==> config.mk <==
export PLATFORM = sky130hd
export DESIGN_NAME = sdram_io_window
export DESIGN_NICKNAME = d
export VERILOG_FILES = /design/src/rtl/sdram_io_window_pkg.sv /design/src/rtl/line_buffer_4x16.sv /design/src/rtl/sdram_io_window.sv
export SDC_FILE = /design/constraint.sdc
export NUM_CORES = 1
export LEC_CHECK = 0
export CORE_ASPECT_RATIO = 0.8
export CORE_UTILIZATION = 59
export DETAILED_ROUTE_END_ITERATION = 16
export PLACE_DENSITY = 0.92
export SLEW_MARGIN = 20
export SYNTH_ARGS = -nofsm -noshare
export SYNTH_HDL_FRONTEND = slang
export SYNTH_SLANG_ARGS = --single-unit
==> constraint.sdc <==
create_clock -name clk -period 5.1 [get_ports clk]
set_input_delay 0.765 -clock clk [delete_from_list [all_inputs] [get_ports clk]]
set_output_delay 0.765 -clock clk [all_outputs]
set_load 0.1 [all_outputs]
==> src/rtl/sdram_io_window_pkg.sv <==
// Shared constants and types for the IO-mapped SDRAM line window.
package sdram_io_window_pkg;

    localparam int unsigned LINE_ADDR_W = 24;
    localparam int unsigned DATA_W      = 16;
    localparam int unsigned LINE_WORDS  = 4;
    localparam int unsigned IDX_W       = 2;

    localparam logic [2:0] REG_ADDR_LO = 3'd0;
    localparam logic [2:0] REG_ADDR_HI = 3'd1;
    localparam logic [2:0] REG_DATA    = 3'd2;
    localparam logic [2:0] REG_PTR     = 3'd3;
    localparam logic [2:0] REG_CMD     = 3'd4;

    localparam logic [DATA_W-1:0] CMD_FETCH = 16'd1;
    localparam logic [DATA_W-1:0] CMD_STORE = 16'd2;

    localparam int unsigned STAT_BUSY = 0;
    localparam int unsigned STAT_DONE = 1;
    localparam int unsigned STAT_ERR  = 2;

    typedef enum logic [1:0] {
        IDLE  = 2'd0,
        FETCH = 2'd1,
        STORE = 2'd2
    } state_e;

endpackage

==> src/rtl/line_buffer_4x16.sv <==
// Four-word line register file: CPU read/write port, memory fill port and
// a combinational memory read port for store bursts.
module line_buffer_4x16
    import sdram_io_window_pkg::*;
(
    input  logic              clk,
    input  logic              rst_n,
    input  logic              cpu_we,
    input  logic [IDX_W-1:0]  cpu_idx,
    input  logic [DATA_W-1:0] cpu_wdata,
    output logic [DATA_W-1:0] cpu_rdata,
    input  logic              mem_we,
    input  logic [IDX_W-1:0]  mem_idx,
    input  logic [DATA_W-1:0] mem_wdata,
    output logic [DATA_W-1:0] mem_rdata
);

    logic [LINE_WORDS-1:0][DATA_W-1:0] line_q;
    logic [LINE_WORDS-1:0][DATA_W-1:0] line_d;

    always_comb begin
        line_d = line_q;
        if (cpu_we) begin
            line_d[cpu_idx] = cpu_wdata;
        end
        if (mem_we) begin
            line_d[mem_idx] = mem_wdata;
        end
    end

    always_ff @(posedge clk or negedge rst_n) begin
        if (!rst_n) begin
            line_q <= '0;
        end else begin
            line_q <= line_d;
        end
    end

    assign cpu_rdata = line_q[cpu_idx];
    assign mem_rdata = line_q[mem_idx];

endmodule

==> src/rtl/sdram_io_window.sv <==
// IO register window that moves a 4-word line to/from SDRAM with a single
// burst on one controller port; pulses irq when the burst completes.
module sdram_io_window
    import sdram_io_window_pkg::*;
#(
    parameter int unsigned ADDR_W = 24
) (
    input  logic              clk,
    input  logic              rst_n,
    input  logic              ce,
    input  logic              wren,
    input  logic              ren,
    input  logic [2:0]        addr,
    input  logic [DATA_W-1:0] from_cpu,
    output logic [DATA_W-1:0] to_cpu,
    output logic              irq,
    output logic [ADDR_W-1:0] mem_address,
    output logic              mem_req,
    output logic              mem_wren,
    input  logic              mem_ready,
    input  logic [IDX_W-1:0]  mem_offset,
    output logic [DATA_W-1:0] to_mem,
    input  logic [DATA_W-1:0] from_mem
);

    state_e                 state_q, state_d;
    logic [LINE_ADDR_W-1:0] addr_q, addr_d;
    logic [IDX_W-1:0]       ptr_q, ptr_d;
    logic [IDX_W-1:0]       beat_q, beat_d;
    logic                   done_q, done_d;
    logic                   err_q, err_d;
    logic                   mem_req_q, mem_req_d;
    logic                   mem_wren_q, mem_wren_d;
    logic                   irq_q, irq_d;
    logic [DATA_W-1:0]      to_cpu_q, to_cpu_d;

    logic              wr, rd, busy, start, cpu_we, mem_we;
    logic [DATA_W-1:0] cpu_rdata, rd_data, status;

    assign wr     = ce & wren;
    assign rd     = ce & ren;
    assign busy   = (state_q != IDLE);
    assign start  = wr & ~busy & (addr == REG_CMD) &
                    ((from_cpu == CMD_FETCH) | (from_cpu == CMD_STORE));
    assign mem_we = (state_q == FETCH) & mem_ready;

    // CPU port is locked out structurally: its write enable is never raised while busy.
    line_buffer_4x16 u_line (
        .clk       (clk),
        .rst_n     (rst_n),
        .cpu_we    (cpu_we),
        .cpu_idx   (ptr_q),
        .cpu_wdata (from_cpu),
        .cpu_rdata (cpu_rdata),
        .mem_we    (mem_we),
        .mem_idx   (mem_offset),
        .mem_wdata (from_mem),
        .mem_rdata (to_mem)
    );

    always_comb begin
        status            = '0;
        status[STAT_BUSY] = busy;
        status[STAT_DONE] = done_q;
        status[STAT_ERR]  = err_q;
        case (addr)
            REG_ADDR_LO: rd_data = addr_q[15:0];
            REG_ADDR_HI: rd_data = {8'h00, addr_q[23:16]};
            REG_DATA:    rd_data = cpu_rdata;
            REG_PTR:     rd_data = {14'h0000, ptr_q};
            REG_CMD:     rd_data = status;
            default:     rd_data = '0;
        endcase
    end

    always_comb begin
        state_d    = state_q;
        addr_d     = addr_q;
        ptr_d      = ptr_q;
        beat_d     = beat_q;
        done_d     = done_q;
        err_d      = err_q;
        mem_req_d  = mem_req_q;
        mem_wren_d = mem_wren_q;
        irq_d      = 1'b0;
        to_cpu_d   = to_cpu_q;
        cpu_we     = 1'b0;

        // STATUS read clears first so a same-edge error or completion is not lost.
        if (rd) begin
            to_cpu_d = rd_data;
            if (addr == REG_CMD) begin
                done_d = 1'b0;
                err_d  = 1'b0;
            end
        end

        if (wr && busy && (addr <= REG_CMD)) begin
            err_d = 1'b1;
        end

        if (!busy) begin
            if ((wr || rd) && (addr == REG_DATA)) begin
                ptr_d = ptr_q + 2'd1;
            end
            if (wr) begin
                case (addr)
                    REG_ADDR_LO: addr_d[15:0]  = from_cpu;
                    REG_ADDR_HI: addr_d[23:16] = from_cpu[7:0];
                    REG_DATA:    cpu_we        = 1'b1;
                    REG_PTR:     ptr_d         = from_cpu[1:0];
                    default:     ;
                endcase
            end
        end

        case (state_q)
            IDLE: begin
                if (start) begin
                    state_d    = (from_cpu == CMD_STORE) ? STORE : FETCH;
                    mem_req_d  = 1'b1;
                    mem_wren_d = (from_cpu == CMD_STORE);
                    done_d     = 1'b0;
                    beat_d     = '0;
                end
            end
            FETCH, STORE: begin
                if (mem_ready) begin
                    beat_d = beat_q + 2'd1;
                    if (beat_q == 2'd3) begin
                        state_d   = IDLE;
                        mem_req_d = 1'b0;
                        done_d    = 1'b1;
                        irq_d     = 1'b1;
                    end
                end
            end
            default: state_d = IDLE;
        endcase
    end

    always_ff @(posedge clk or negedge rst_n) begin
        if (!rst_n) begin
            state_q    <= IDLE;
            addr_q     <= '0;
            ptr_q      <= '0;
            beat_q     <= '0;
            done_q     <= 1'b0;
            err_q      <= 1'b0;
            mem_req_q  <= 1'b0;
            mem_wren_q <= 1'b0;
            irq_q      <= 1'b0;
            to_cpu_q   <= '0;
        end else begin
            state_q    <= state_d;
            addr_q     <= addr_d;
            ptr_q      <= ptr_d;
            beat_q     <= beat_d;
            done_q     <= done_d;
            err_q      <= err_d;
            mem_req_q  <= mem_req_d;
            mem_wren_q <= mem_wren_d;
            irq_q      <= irq_d;
            to_cpu_q   <= to_cpu_d;
        end
    end

    assign to_cpu      = to_cpu_q;
    assign irq         = irq_q;
    assign mem_req     = mem_req_q;
    assign mem_wren    = mem_wren_q;
    assign mem_address = ADDR_W'({addr_q[LINE_ADDR_W-1:2], 2'b00});

endmodule

==> results of run 1 <==
-- Yosys cell counts (3+ instances only) --
cell      instances  area share
a21oi_1          57       0.044
a22oi_1           7      0.0082
a31oi_1           3      0.0029
buf_1             3      0.0018
buf_2             8      0.0062
buf_4            25       0.029
buf_6             4      0.0070
clkbuf_1         19       0.011
dfrtp_1         115        0.45
ha_1              8       0.016
inv_1             8      0.0047
mux2_2           26       0.046
mux2i_1          78        0.12
mux4_2           32        0.11
nand2_1          36       0.021
nand2_2           4      0.0039
nand2b_1          4      0.0039
nand3_1           4      0.0031
nor2_1           59       0.034
nor3_1            3      0.0023
nor4_1            3      0.0029
o21ai_0          26       0.020
o21ai_1           8      0.0062
o22ai_1           3      0.0029
-- final timing paths --
path                                               end              startpoint  slack [ps]
min reg2reg                      to_cpu[8]$_DFFE_PN0P_   to_cpu[8]$_DFFE_PN0P_         490
min                              to_cpu[8]$_DFFE_PN0P_   to_cpu[8]$_DFFE_PN0P_         490
max reg2reg                u_line.line_q[60]$_DFF_PN0_  state_q[0]$_DFFE_PN0P_        2210
max in group asynchronous  u_line.line_q[23]$_DFF_PN0_                   rst_n        3500
min in group asynchronous        addr_q[9]$_DFFE_PN0P_                   rst_n         510
max                                         to_mem[13]           mem_offset[1]        1540
-- per-layer routing --
metal | wire (um) | GRT usage
met1 | 6845 | 0.4055
met2 | 8358 | 0.5390
met3 | 1502 | 0.07596
met4 | 565 | 0.1466
met5 | 0 | 0
-- worst register-to-register path, stage by stage, from the launching register on --
cell	delay, ps
dfrtp_1	410
inv_1	90
ha_1	490
nand3_1	340
nor4b_4	450
nand2_2	460
mux2i_1	400
a21oi_1	120
-- flip-flops by register name, summed over array words and instances (netlist names), 2 cells and up --
register       flops
beat_q             2
u_line.line_q     64
state_q            2
ptr_q              2
addr_q            24
to_cpu            16
-- area by class of cell --
class,instances,share of cell area
Tap cell,140,0.02246
Multi-Input combinational cell,393,0.4058
Timing Repair Buffer,108,0.1296
Sequential cell,115,0.3689
Inverter,8,0.003850
Clock buffer,25,0.06609
Clock inverter,5,0.003208
-- cell families after synthesis --
kind of cell | count (synthesis) | synth area share
flip-flops | 115 | 0.4483
other | 1 | 0.0005841
adder cells (fa/ha/maj) | 8 | 0.01559
multiplexers | 136 | 0.2795
XOR/XNOR | 1 | 0.001365
AO/OA/AOI/OAI | 116 | 0.1006
buffers and inverters | 67 | 0.06003
AND/OR/NAND/NOR | 130 | 0.09413
-- power by group --
part	switching (uW)	internal (uW)	leakage [uW]
clock network	396	687	0.000275
logic	1040	510	0.00201
registers	213	1120	0.00151
total	1640	2320	0.00379
-- stage by stage --
stage | hold slack [ps] | instance area [um2] | util | total power, uW
floorplan | 469.4 | 6424 | - | 2531
global placement | 463.3 | 7264 | 0.6982 | 2803
detailed placement | 476.9 | 7264 | 0.6982 | 2866
CTS | 493.1 | 7805 | 0.7501 | 3952
global route | 510.5 | 7800 | 0.7496 | 4086
finish | 489.8 | 7800 | 0.7496 | 3963
==> PnR_summary.wiki, run 1 <==
{| class="wikitable"
! Metric !! Value
|-
| Run status || finished, final reports clean
|-
| Summed instance area of the synthesized netlist || 0.006420 mm2
|-
| Final critical-path share of the clock period || 0.6975
|-
| Full die area || 0.01131 mm2
|-
| Number of enable flip-flop cells after synthesis || 0
|-
| Headroom to the max-slew limit || 0.2671
|-
| Sequential fraction of the synthesis area || 0.4483
|-
| Total global routing track utilization || 0.3224
|-
| Buffer cell driving the clock tree root || clkbuf_16
|-
| Worst-path cell with the longest stage delay || clkdlybuf4s50_1
|-
| Fraction of synthesis flops using an asynchronous set or reset pin || 1.000
|-
| Number of failing setup endpoints in the final timing report || 0
|-
| Post-detailed-route count of antenna-violating nets || 0
|-
| Maximum clock path buffer count || 2
|-
| Share of final-layout standard cells stronger than drive strength 1 || 0.1881
|-
| DR WL/cell || 21.75 um
|-
| Total wire length || 17.27 mm
|-
| Global route total overflow || 0
|-
| CTS sink cnt || 115
|-
| Synth Register Bits || 115
|-
| Element type at the critical path start || input port
|-
| Synthesized instance count || 574
|-
| Standard-cell rows || 33
|-
| F_max || 0.2811 GHz
|-
| Vias in the first global route || 5113
|-
| Max_cap viols || 0
|-
| RSZ-0062 raised after global routing || false
|-
| Number of instances resized during post-cts repair || 0
|-
| Most used cell along the critical path || buf_4
|-
| Leakage power || 0.003790 uW
|-
| TritonCTS clock tree || yes
|-
| Clock network latency to the later pin of the worst-skew pair || 410 ps
|-
| Die Ht || 95.30 um
|-
| Clock-pin slew reported for the worst setup and hold paths after clock tree synthesis || 50 ps
|-
| Footprint of the flip-flops and latches || 0.002878 mm2
|-
| DP Wirelength || 11.10 mm
|-
| Via-to-Cell Ratio || 6.504
|-
| Synth Warn # || 0
|-
| Final Hold Vio Count || 0
|-
| Min-delay worst type || reg -> reg
|-
| Critical path depth || 4
|-
| Depth of the worst register-to-register path || 7
|-
| Distinct cells, synth || 47
|-
| Total via count after detailed routing || 5164
|-
| Final worst setup slack || 1543 ps
|-
| Crit path largest cell delay || 1110 ps
|-
| Largest net degree at the start of global routing || 77
|-
| H-tree depth || 4
|-
| Total placed cells including tap cells || 764
|-
| Setup TNS after final layout || 0 ps
|-
| Data arrival time of the worst path || 2790 ps
|-
| Worst IR drop on VDD || 290.4 uV
|-
| IO Count || 102
|-
| Starting Density || 0.6170
|-
| DRC violations left || 0
|-
| Cts bufs inserted || 17
|-
| Peak fanout along the critical path || 15
|-
| Final Net Count || 694
|-
| Clk_skew || 7.442 ps
|-
| Number of search-and-repair iterations in the first detailed-routing pass || 7
|-
| 1st-iter DRT viols || 494
|-
| Die width || 118.6 um
|-
| Multi-input gate area in the final layout || 0.003166 mm2
|-
| Final critical delay including setup and external delays || 3557 ps
|-
| Main flop type after synthesis || dfrtp_1
|-
| Setup WS pre-CTS || 1370 ps
|-
| Worst Path Required || 4340 ps
|-
| Final instance count without filler cells || 794
|-
| Antenna Diode Count || 0
|-
| Delay-heaviest family, CP || buffers and inverters
|-
| Port buffer count || 99
|-
| CP Class || in -> out
|-
| Critical path cell sequence || clkdlybuf4s50_1 -> buf_4 -> mux4_2 -> buf_4
|-
| Leading cell type in the layout, fill and taps excluded || dfrtp_1
|-
| Global placement routability congestion || 0.8555
|-
| Post-CTS Setup Repair Bufs || 0
|-
| Area Growth Syn to Fin || 21.50%
|-
| Number of antenna violations at the first check in global routing || 0
|-
| Hold Path Depth || 2
|-
| Slew of the pin with the lowest slew margin || 1099 ps
|-
| Final max-slew violation count || 0
|-
| Fill cells || 670
|-
| Commonest cells after routing, fill and taps aside || dfrtp_1, clkdlybuf4s50_1, mux2i_1, nor2_1, a21oi_1
|-
| Global-route wire length before repair || 27.12 mm
|-
| Critical path capture point type || output port
|-
| Buffers & Inverters on Critical Path || 3
|-
| Count of hold buffers inserted by post-cts repair || 0
|-
| Power density over the cells || 508.1 mW/mm2
|-
| Avg Cell Area, Syn || 11.18 um2
|-
| Std-Cell Core Area || 0.01041 mm2
|}
(Power assumes the default switching activity.)
==> run 2, diff against run 1 <==
--- a/config.mk
+++ b/config.mk
@@ -6,9 +6,9 @@
 export NUM_CORES = 1
 export LEC_CHECK = 0
 export CORE_ASPECT_RATIO = 0.8
-export CORE_UTILIZATION = 59
+export CORE_UTILIZATION = 49
 export DETAILED_ROUTE_END_ITERATION = 16
-export PLACE_DENSITY = 0.92
+export PLACE_DENSITY = 0.82
 export SLEW_MARGIN = 20
 export SYNTH_ARGS = -nofsm -noshare
 export SYNTH_HDL_FRONTEND = slang
==> constraint.sdc (replaced) <==
create_clock -name clk -period 3.1 [get_ports clk]
set_input_delay 0.465 -clock clk [delete_from_list [all_inputs] [get_ports clk]]
set_output_delay 0.465 -clock clk [all_outputs]
set_load 0.1 [all_outputs]
==> run 2 against run 1 <==
Power is 77% higher. Sequential cell count stayed put. Non-clock buffer count is 17 higher. Combinational power increased by 76%. Global-route usage fell by 5.1 points. Clock skew up 6.3 ps. Cell count increased by 6.7%. Design area up 4.8%. Sequential power rose by 62%. Die area is 20% higher. Clock power is 96% higher. Routed wire length up 0.43%.
==> PnR_summary.wiki, run 2 (same netlist as run 1, synthesis figures left out) <==
{| class="wikitable"
! Metric !! Value
|-
| Buffer cell driving the clock tree root || clkbuf_16 (unchanged)
|-
| Number of antenna violations at the first check in global routing || 0 (unchanged)
|-
| Die width || 130.0 um (was 118.6 um)
|-
| Die Ht || 104.4 um (was 95.30 um)
|-
| Footprint of the flip-flops and latches || 0.002878 mm2 (unchanged)
|-
| Largest register by flop count || u_line.line_q (unchanged)
|-
| Critical path capture point type || output port (unchanged)
|-
| Min-delay worst type || in -> async (was reg -> reg)
|-
| Leakage power || 0.004024 uW (was 0.003790 uW)
|-
| H-tree depth || 4 (unchanged)
|-
| Element type at the critical path start || input port (unchanged)
|-
| Post-CTS Setup Repair Bufs || 0 (unchanged)
|-
| Maximum clock path buffer count || 2 (unchanged)
|-
| DR WL/cell || 20.48 um (was 21.75 um)
|-
| Via-to-Cell Ratio || 5.888 (was 6.504)
|-
| Clock-pin slew reported for the worst setup and hold paths after clock tree synthesis || 50 ps (about the same)
|-
| Run status || finished, final reports clean (unchanged)
|-
| Reg2reg start || state_q[0]$_DFFE_PN0P_ (unchanged)
|-
| Final max-slew violation count || 0 (unchanged)
|-
| Max_cap viols || 0 (unchanged)
|-
| Headroom to the max-slew limit || 0.3498 (was 0.2671)
|-
| Clk_skew || 13.74 ps (was 7.442 ps)
|-
| Capture point of the critical path || to_mem[2] (was to_mem[13])
|-
| Area Growth Syn to Fin || 27.30% (was 21.50%)
|-
| Leading cell type in the layout, fill and taps excluded || dfrtp_1 (unchanged)
|-
| R2r endpoint || u_line.line_q[16]$_DFF_PN0_ (was u_line.line_q[60]$_DFF_PN0_)
|-
| IO Count || 102 (unchanged)
|-
| Global placement routability congestion || 0.8335 (was 0.8555)
|-
| Antenna Diode Count || 0 (unchanged)
|-
| Post-detailed-route count of antenna-violating nets || 0 (unchanged)
|-
| Count of hold buffers inserted by post-cts repair || 0 (unchanged)
|-
| F_max || 0.3695 GHz
|-
| Multi-input gate area in the final layout || 0.003166 mm2 (unchanged)
|-
| Final critical-path share of the clock period || 0.8730
|-
| Slew of the pin with the lowest slew margin || 975.2 ps (was 1099 ps)
|-
| TritonCTS clock tree || yes (unchanged)
|-
| DP Wirelength || 11.58 mm (was 11.10 mm)
|-
| Number of failing setup endpoints in the final timing report || 0 (unchanged)
|-
| Number of instances resized during post-cts repair || 0 (unchanged)
|-
| Cts bufs inserted || 17 (unchanged)
|-
| Worst Path Required || 2630 ps (was 4340 ps)
|-
| Global route total overflow || 0 (unchanged)
|-
| RSZ-0062 raised after global routing || false (unchanged)
|-
| Std-Cell Core Area || 0.01282 mm2 (was 0.01041 mm2)
|-
| Data arrival time of the worst path || 2240 ps (was 2790 ps)
|-
| Worst IR drop on VDD || 443.2 uV (was 290.4 uV)
|-
| Final Hold Vio Count || 0 (unchanged)
|-
| DRC violations left || 0 (unchanged)
|-
| Commonest cells after routing, fill and taps aside || dfrtp_1, mux2i_1, buf_4, nor2_1, a21oi_1 (was dfrtp_1, clkdlybuf4s50_1, mux2i_1, nor2_1, a21oi_1)
|-
| Post-Route Hold Slack || 208.3 ps (was 489.8 ps)
|-
| Reg2reg setup slack || 690 ps (was 2210 ps)
|-
| Total global routing track utilization || 0.2716 (was 0.3224)
|-
| Final critical delay including setup and external delays || 2706 ps
|-
| Number of flip-flops in the largest register || 64 (unchanged)
|-
| Total wire length || 17.35 mm (was 17.27 mm)
|-
| Full die area || 0.01357 mm2 (was 0.01131 mm2)
|-
| Global-route wire length before repair || 27.32 mm (was 27.12 mm)
|-
| CP Class || in -> out (unchanged)
|-
| Fill cells || 960 (was 670)
|-
| Final instance count without filler cells || 847 (was 794)
|-
| Peak fanout along the critical path || 14 (was 15)
|-
| Standard-cell rows || 37 (was 33)
|-
| CTS sink cnt || 115 (unchanged)
|-
| Vias in the first global route || 5041 (was 5113)
|-
| Starting Density || 0.5006 (was 0.6170)
|-
| Number of search-and-repair iterations in the first detailed-routing pass || 7 (unchanged)
|-
| Clock network latency to the later pin of the worst-skew pair || 410 ps (about the same)
|-
| Launch point of the critical path || mem_offset[0] (was mem_offset[1])
|-
| Share of final-layout standard cells stronger than drive strength 1 || 0.2708 (was 0.1881)
|-
| 1st-iter DRT viols || 412 (was 494)
|-
| Total placed cells including tap cells || 816 (was 764)
|-
| Total via count after detailed routing || 4987 (was 5164)
|-
| Largest net degree at the start of global routing || 74 (was 77)
|-
| Depth of the worst register-to-register path || 7 (unchanged)
|-
| Final Net Count || 711 (was 694)
|-
| Port buffer count || 99 (unchanged)
|-
| Power density over the cells || 857.5 mW/mm2 (was 508.1 mW/mm2)
|-
| Setup TNS after final layout || 0 ps (unchanged)
|}
## run 2: per-stage QoR
| step | area, um2 | setup slack [ps] | power, uW | util |
|---|---|---|---|---|
| 2_1_floorplan | 6424 | 757.9 | 4163 | - |
| 3_3_place_gp | 7533 | 418.9 | 4803 | 0.5875 |
| 3_5_place_dp | 7533 | 419.6 | 4893 | 0.5875 |
| 4_1_cts | 8173 | 400.3 | 7032 | 0.6373 |
| 5_1_grt | 8173 | 332.0 | 7256 | 0.6373 |
| 6_report | 8173 | 393.8 | 7008 | 0.6373 |
## run 2: how the worst min path moves through the flow
stage / to / slack, ps / cells past startpoint
after global routing: to_cpu[4]$_DFFE_PN0P_ / 270 / 1
after floorplan: addr_q[0]$_DFFE_PN0P_ / 170 / 0
after global placement: to_cpu[8]$_DFFE_PN0P_ / 460 / 2
after CTS: to_cpu[4]$_DFFE_PN0P_ / 240 / 1
after detailed placement: to_cpu[8]$_DFFE_PN0P_ / 470 / 2
final: to_cpu[4]$_DFFE_PN0P_ / 210 / 1
## run 2: worst max-delay path, cell delays in order
cell	delay, ps
clkdlybuf4s50_1	790
buf_4	360
mux4_2	410
buf_12	200
## run 2: routing by layer
layer	track usage	part of all wire	vias up
met1	0.3553	0.42	2536
met2	0.4419	0.50	197
li1	-	-	2229
met5	0	0	-
met3	0.05710	0.058	25
met4	0.1038	0.019	0
## run 2: area by class of cell
cell class,count,share of cell area
multi-input combinational,393,0.3873
sequential,115,0.3521
timing repair buffer,125,0.1519
clock buffer,20,0.05588
tap,175,0.02679
clock inverter,11,0.02235
inverter,8,0.003674
## run 2: where the power goes
part	switching [uW]	internal, uW
combinational	1750	977
clock	670	1450
sequential	310	1840
total	2730	4280
